--- config.mk ---
export PLATFORM = sky130hd
export DESIGN_NAME = seg7_scan_decoder_flat
export DESIGN_NICKNAME = d
export VERILOG_FILES = /design/src/rtl/seg7_scan_decoder_if.sv /design/src/rtl/seg7_scan_decoder.sv /design/src/flat_wrapper.sv
export SDC_FILE = /design/constraint.sdc
export NUM_CORES = 1
export LEC_CHECK = 0
export BUFFER_PORTS_ARGS = -buffer_cell sky130_fd_sc_hd__buf_4
export CELL_PAD_IN_SITES_DETAIL_PLACEMENT = 1
export CELL_PAD_IN_SITES_GLOBAL_PLACEMENT = 2
export CORE_ASPECT_RATIO = 1.75
export CORE_UTILIZATION = 35
export CTS_CLUSTER_DIAMETER = 100
export DETAILED_ROUTE_END_ITERATION = 16
export GPL_ROUTABILITY_DRIVEN = 0
export PLACE_DENSITY = 0.88
export REMOVE_ABC_BUFFERS = 1
export SLEW_MARGIN = 30
export SYNTH_ARGS = -nofsm -noshare
export SYNTH_HDL_FRONTEND = slang
export SYNTH_SLANG_ARGS = --single-unit
--- constraint.sdc ---
create_clock -name clk -period 3.25 [get_ports clk]
set_clock_uncertainty 0.05 [all_clocks]
set_input_delay 0.4875 -clock clk [delete_from_list [all_inputs] [get_ports clk]]
set_output_delay 0.4875 -clock clk [all_outputs]
set_load 0.02 [all_outputs]
--- src/rtl/seg7_scan_decoder_if.sv ---
// Bus between a multiplexed active-low 7-segment driver and the scan decoder
// that reads it back; the decoder side also returns the recovered digits.
interface seg7_scan_decoder_if #(
   parameter int NUM_DIGITS = 4
);
   logic [6:0]              seg_n;
   logic [NUM_DIGITS-1:0]   dig_n;
   logic [4*NUM_DIGITS-1:0] value;
   logic [NUM_DIGITS-1:0]   digit_err;
   logic                    frame_valid;

   modport master (
      output seg_n, dig_n,
      input  value, digit_err, frame_valid
   );

   modport slave (
      input  seg_n, dig_n,
      output value, digit_err, frame_valid
   );
endinterface

--- src/rtl/seg7_scan_decoder.sv ---
// Recovers hex nibbles from a multiplexed active-low 7-segment bus, accepting a
// pattern only once it has been stable long enough to rule out scan ghosts.
module seg7_scan_decoder #(
   parameter int NUM_DIGITS    = 4,
   parameter int STABLE_CYCLES = 4
) (
   input  logic               clk,
   input  logic               rst,
   seg7_scan_decoder_if.slave bus
);
   localparam logic [7:0] LAST = 8'(STABLE_CYCLES - 1);

   logic [6:0]              r_seg;
   logic [NUM_DIGITS-1:0]   r_dig;
   logic [7:0]              cnt;
   logic                    armed;
   logic [NUM_DIGITS-1:0]   seen;
   logic [4*NUM_DIGITS-1:0] value;
   logic [NUM_DIGITS-1:0]   digit_err;
   logic                    frame_valid;

   logic                    same;
   logic                    one_sel;
   logic                    capture;
   logic [NUM_DIGITS-1:0]   sel;
   logic [NUM_DIGITS-1:0]   seen_next;
   logic [7:0]              zeros;
   logic [4:0]              dec;

   // {valid, nibble}; valid clear means the pattern is not a hex glyph
   function automatic logic [4:0] decode(input logic [6:0] s);
      case (s)
         7'h40:   decode = {1'b1, 4'h0};
         7'h79:   decode = {1'b1, 4'h1};
         7'h24:   decode = {1'b1, 4'h2};
         7'h30:   decode = {1'b1, 4'h3};
         7'h19:   decode = {1'b1, 4'h4};
         7'h12:   decode = {1'b1, 4'h5};
         7'h02:   decode = {1'b1, 4'h6};
         7'h78:   decode = {1'b1, 4'h7};
         7'h00:   decode = {1'b1, 4'h8};
         7'h18:   decode = {1'b1, 4'h9};
         7'h08:   decode = {1'b1, 4'hA};
         7'h03:   decode = {1'b1, 4'hB};
         7'h46:   decode = {1'b1, 4'hC};
         7'h21:   decode = {1'b1, 4'hD};
         7'h06:   decode = {1'b1, 4'hE};
         7'h0E:   decode = {1'b1, 4'hF};
         default: decode = 5'b0_0000;
      endcase
   endfunction

   always_comb begin
      zeros = 8'd0;
      for (int i = 0; i < NUM_DIGITS; i++) begin
         if (!r_dig[i]) zeros = zeros + 8'd1;
      end
      sel       = ~r_dig;
      one_sel   = (zeros == 8'd1);
      same      = ({bus.seg_n, bus.dig_n} == {r_seg, r_dig});
      capture   = same && (cnt == LAST) && armed && one_sel;
      dec       = decode(r_seg);
      seen_next = seen | sel;
   end

   // Sample, stability count, capture and frame tracking all settle on one edge
   always_ff @(posedge clk) begin
      if (rst) begin
         r_seg       <= '0;
         r_dig       <= '0;
         cnt         <= '0;
         armed       <= 1'b1;
         seen        <= '0;
         value       <= '0;
         digit_err   <= '0;
         frame_valid <= 1'b0;
      end else begin
         r_seg       <= bus.seg_n;
         r_dig       <= bus.dig_n;
         frame_valid <= 1'b0;
         if (!same) begin
            cnt   <= '0;
            armed <= 1'b1;
         end else if (cnt != LAST) begin
            cnt <= cnt + 8'd1;
         end
         if (capture) begin
            armed <= 1'b0;
            for (int i = 0; i < NUM_DIGITS; i++) begin
               if (sel[i]) begin
                  if (dec[4]) value[4*i +: 4] <= dec[3:0];
                  digit_err[i] <= ~dec[4];
               end
            end
            if (&seen_next) begin
               frame_valid <= 1'b1;
               seen        <= '0;
            end else begin
               seen <= seen_next;
            end
         end
      end
   end

   assign bus.value       = value;
   assign bus.digit_err   = digit_err;
   assign bus.frame_valid = frame_valid;
endmodule
--- src/flat_wrapper.sv ---
// flat-port wrapper written by rule: the top's interface ports become plain ports
module seg7_scan_decoder_flat 
#(
   parameter int NUM_DIGITS    = 4,
   parameter int STABLE_CYCLES = 4
)
  (clk, rst, bus_seg_n, bus_dig_n, bus_value, bus_digit_err, bus_frame_valid);
  seg7_scan_decoder_if #(.NUM_DIGITS(NUM_DIGITS)) bus_i ();
  input  logic clk;
  input  logic rst;
  input wire logic [$bits(bus_i.seg_n)-1:0] bus_seg_n;
  input wire logic [$bits(bus_i.dig_n)-1:0] bus_dig_n;
  output wire logic [$bits(bus_i.value)-1:0] bus_value;
  output wire logic [$bits(bus_i.digit_err)-1:0] bus_digit_err;
  output wire logic [$bits(bus_i.frame_valid)-1:0] bus_frame_valid;
  assign bus_i.seg_n = bus_seg_n;
  assign bus_i.dig_n = bus_dig_n;
  assign bus_value = bus_i.value;
  assign bus_digit_err = bus_i.digit_err;
  assign bus_frame_valid = bus_i.frame_valid;
  seg7_scan_decoder #(.NUM_DIGITS(NUM_DIGITS), .STABLE_CYCLES(STABLE_CYCLES)) u_core (.clk(clk), .rst(rst), .bus(bus_i));
endmodule
; ---- Word-level counts from Yosys, hierarchy flattened
; Index checks and enable logic that the tools add are counted.
; W data, S select, Z words.
[classes]
muxes = 9
shift = 0
addsub = 4
order_cmp = 0
mul = 0
n_reduce_logical = 15
n_eq_ne = 20
bitwise_logic = 5
div = 0
[ops]
columns = cell, n
row1 = $pmux W5 S16, 1
row2 = $eq A7 B7 Y1 const B, 4
row3 = $add A8 B1 Y8 const B, 3
row4 = $mux W8, 3
row5 = $eq A7 B5 Y1 const B, 3
row6 = $eq A7 B6 Y1 const B, 3
row7 = $eq A7 B2 Y1 const B, 2
row8 = $eq A7 B4 Y1 const B, 2
row9 = $reduce_and A3 Y1, 4
row10 = $eq A11 B11 Y1, 1
row11 = $eq A8 B1 Y1 const B, 1
row12 = $eq A8 B2 Y1 const B, 1
row13 = $ne A8 B2 Y1 const B, 1
row14 = $reduce_and A2 Y1, 4
row15 = $eq A7 B3 Y1 const B, 1
row16 = $logic_not A7 Y1, 1
row17 = $mux W1, 4
row18 = $mux W4, 1
row19 = $not A4 Y4, 1
row20 = $or A4 B4 Y4, 1
row21 = $reduce_and A4 Y1, 1
row22 = $reduce_or A2 Y1, 2
row23 = $logic_and A1 B1 Y1, 3
row24 = $not A1 Y1, 3
row25 = 2 further kinds, 2
[totals]
inputBits = 13
latchBits = 0
rom_bits = 0
mem_bits_rw = 0
output_inout_bits = 21
elab_cells = 67
memories = 0
ff_bits = 45

; ---- Depth between registers and ports, before layout
[logic_depth]
word_depth = 11
mapped_depth = 11
mapped_depth_nobuf = 11

; ---- Least setup slack after synthesis
; Ideal clock, no wire load.
[synth_path]
path_kind = register to register
from = reg u_core.r_dig[0]
to = reg u_core.value[13], in the netlist u_core.bus.value[13]
stages_incl_launch_ff = 11
period_less_slack_ns = 2.566
n_path_buf = 0
setup_slack_ns = 0.684
required_ns = 3.128
setup_ns = 0.072
arrival_ns = 2.444
path_cell_list = dfxtp_1 inv_1 ha_1 xnor2_1 ha_1 nor2b_1 mux4_2 nand4_4 or3_4 nor2_4 mux2i_1
[synth_via]
elab_chain_len = 10
word_cells_on_any_way = 13
cone_classes = add/sub (3) / eq/ne (2) / mux (4) / reduce/logical (4)
[synth_lines]
columns = item, line
row1 = "start, declared", seg7_scan_decoder.sv:14  ; logic [NUM_DIGITS-1:0] r_dig;
row2 = "start signal, assigned", seg7_scan_decoder.sv:79  ; r_dig <= bus.dig_n;
row3 = $mux W1, seg7_scan_decoder.sv:56  ; if (!r_dig[i]) zeros = zeros + 8'd1;
row4 = $add A1 B1 Y2, seg7_scan_decoder.sv:56
row5 = $mux W8, seg7_scan_decoder.sv:56
row6 = $add A8 B1 Y8, seg7_scan_decoder.sv:56
row7 = $mux W8, seg7_scan_decoder.sv:56
row8 = $add A8 B1 Y8, seg7_scan_decoder.sv:56
row9 = $mux W8, seg7_scan_decoder.sv:56
row10 = $eq A8 B1 Y1, seg7_scan_decoder.sv:59  ; one_sel = (zeros == 8'd1);
row11 = $logic_and A1 B1 Y1 (*), seg7_scan_decoder.sv:61  ; capture = same && (cnt == LAST) && armed && one_sel;
row12 = $reduce_and A3 Y1 (no source line) (*), --
row13 = "end signal, assigned by index", seg7_scan_decoder.sv:91  ; if (dec[4]) value[4*i +: 4] <= dec[3:0];
row14 = "end, declared", seg7_scan_decoder.sv:18  ; logic [4*NUM_DIGITS-1:0] value;
; Mark *: on every way between the ends. The rest lies on a longest branch, timed or not.
; A chain may end at the register's enable or synchronous reset.

; ---- Worst setup path after layout
[layout_path]
from = reg u_core.r_dig[0]
to = reg u_core.value[1], in the netlist u_core.bus.value[1]
[layout_via]
elab_chain_len = 10
word_cells_on_any_way = 14
cone_classes = add/sub (3) / eq/ne (2) / mux (4) / bitwise (1) / reduce/logical (4)
[layout_lines]
columns = item, line
row1 = $mux W1, seg7_scan_decoder.sv:56
row2 = $add A1 B1 Y2, seg7_scan_decoder.sv:56
row3 = $mux W8, seg7_scan_decoder.sv:56
row4 = $add A8 B1 Y8, seg7_scan_decoder.sv:56
row5 = $mux W8, seg7_scan_decoder.sv:56
row6 = $add A8 B1 Y8, seg7_scan_decoder.sv:56
row7 = $mux W8, seg7_scan_decoder.sv:56
row8 = $eq A8 B1 Y1, seg7_scan_decoder.sv:59
row9 = $logic_and A1 B1 Y1, seg7_scan_decoder.sv:61
row10 = $reduce_and A3 Y1 (no source line) (*), --
; Marked as above.

==> flow_summary.yaml <==
finish:
  syn_to_final_growth_pct: 16.8
  fillers: 765
  mostFrequentLayoutCells: "dfxtp_1 (45), buf_4 (33), nand2b_1 (22)"
  final_common_cell: "dfxtp_1"
  diodes: 0
  layout-drive-gt1-share: 0.196
  nets: 291
global_routing:
  gr-total-overflow: 0
  grt_first_pass_wirelength_um: 8960
  grt_pass1_vias: 1899
  grt.total_usage: 0.168
  grt_start_max_net_pins: 43
  antenna_found_initial: 0
floorplan:
  die_y_um: 109
  num_io_pins: 34
  core_um2: 6280
  die_area_um2: 6880
  rows: 38
  die_x_um: 63.1
  initial_core_util: 0.365
synthesis:
  yosysUniqueCellTypes: 49
  yosys_warnings: 0
  ys.flop_type: "dfxtp_1"
  postSynthCellCount: 246
  synth_top_area_frac: 0.394
  synth_edf_count: 0
  syn_area_um2: 2290
  ys_async_sr_fraction: 0
  synth.top_cells.by_area: "dfxtp_1 (39%), xor2_1 (6.5%), nand2b_1 (6.0%), mux2i_1 (5.7%), nor2b_1 (4.6%)"
  yosysTopAreaCell: "dfxtp_1"
  ys_ff_latch: 45
  yosysSeqAreaShare: 0.394
  synth_area_per_cell_um2: 9.30
sta:
  fin_crit_ps: 2930
  tightest_slew_ps: 764
  rsz0062_at_grt: "false"
  drv_slew: 0
  fin_tns_setup_ps: 0
  fin_ws_ps: 316
  hold_viol_final: 0
  fmax_ghz: 0.341
  finalCritPeriodShare: 0.903
  slew-limit-headroom: 0.491
  hold_ws_ps: 353
  setup_viol: 0
power_and_ir_drop:
  p_total_w: 0.00105
  power_density_nw_per_um2: 392
  p_sw_w: 0.000284
  ir_drop_mv: 0.261
  power_frac_comb: 0.107
  p_leak_nw: 1.01
  switching_share: 0.270
  clkPwrFrac: 0.342
  power_frac_seq: 0.551
  intPower_w: 0.000765
cts:
  worstSkewPairLatency_ps: 310
  post-cts-setup-buffers: 0
  cts_buffers: 5
  cts_tree: "built"
  cts-resized-gates: 0
  hold_buffers: 0
  clockBufferDepth: 2
  clk_pin_slew_ps: 90
  cts_sinks: 45
  clock-root-buffer: "clkbuf_8"
  htree_levels: 2
drt:
  vias: 1822
  drt-total-wl_um: 5470
  drc: 0
  avgViaCountPerCell: 5.13
  drtIter0Drc: 24
  avgRoutedWirePerCell_um: 15.4
  drtPass1Iterations: 4
  postRouteAntennaNets: 0
worst_setup_path:
  crit_start: "u_core.r_dig[0]"
  cp_slowest_cell: "dfxtp_1"
  critPathKind: "flip-flop to flip-flop"
  crit_buf_inv: 1
  reg2reg_from: "u_core.r_dig[0]"
  rr_worst_depth: 10
  cp-end-kind: "flip-flop"
  crit_family: "simple AND/OR/NAND/NOR gates"
  crit_fanout: 8
  worst_path_most_repeated_cell: "ha_1"
  cp_slowest_stage_delay_ps: 430
  startpoint_type: "flip-flop"
  crit_required_ps: 3430
  arrival_ps: 3120
  path_cells: "inv_1 > ha_1 > xnor2_1 > ha_1 > nor2b_1 > mux4_2 > nand4_4 > nor3_1 > nor2b_2 > mux2i_1"
  path_depth: 10
worst_hold_path:
  min_path_cells: 2
  hold_path_startpoint: "bus_seg_n[5]"
  min-delay-path-class: "input port to flip-flop"
outcome:
  status: "complete, no violations"
placement:
  place_ws_ps: 337
  io_buffers: 33
  dp_hpwl_um: 4160
job:
  drv_cap: 0
power by group through the flow:
stage	Combinational (W)	Sequential, W	Clock [W]
2_1_floorplan	0.0000765	0.000584	0
3_3_place_gp	0.000111	0.000591	0
3_5_place_dp	0.000113	0.000591	0
4_1_cts	0.000114	0.000578	0.000366
5_1_grt	0.000125	0.000581	0.000388
6_report	0.000112	0.000578	0.000358
layer usage:
| metal | vias to the layer above | GRT usage | wire (um) |
|---|---|---|---|
| li1 | 907 | - | - |
| met1 | 885 | 0.167 | 2150 |
| met3 | 5 | 0.0262 | 102 |
| met2 | 25 | 0.343 | 3140 |
| met5 | - | 0 | 0 |
| met4 | 0 | 0.0548 | 76 |
stage by stage:
step,std cells,util,instance area (um2)
after floorplan,234,-,2240
after global placement,347,0.412,2580
after detailed placement,347,0.412,2580
after CTS,355,0.426,2670
after global routing,355,0.426,2670
final,355,0.426,2670
Yosys cell counts, types with 6 or more instances:
cell type and instances:
buf_2 6, dfxtp_1 45, inv_1 8, mux2i_1 13, nand2_1 9, nand2b_1 22
nand3_1 7, nor2_1 16, nor2b_1 17, nor3_1 10, o22ai_1 8, xor2_1 17
cells by family after synthesis:
logic type                 Yosys count  share of synthesized area
adders and majority gates            4                     0.0219
and+or+nand+nor                    109                      0.293
muxes                               14                     0.0667
DFF                                 45                      0.394
AOI/OAI and AO/OA                   33                      0.108
buffers and inverters               20                     0.0361
xor gates and xnor gates            21                     0.0804
area by class of cell:
cell class,count,area (um2),share of cell area
inverters,8,30.0,0.0112
clock inverters,3,21.3,0.00796
flip-flops and latches,45,901,0.337
repair buffers,33,248,0.0927
well taps,80,100,0.0374
multi-input cells,181,1310,0.488
clock buffers,5,68.8,0.0257
registers in the layout, indices dropped and copies added (netlist names):
signal,flops
u_core.bus.digit_err,4
u_core.r_seg,7
u_core.armed,1
u_core.bus.frame_valid,1
u_core.seen,4
u_core.r_dig,4
u_core.bus.value,16
u_core.cnt,8
final timing paths:
check	to	slack [ps]
worst max-delay path	u_core.bus.value[1]	320
worst min-delay path	u_core.r_seg[5]	350
worst max register to register	u_core.bus.value[1]	320
worst min register to register	u_core.seen[0]	430
Power figures use the tool's default switching activity.
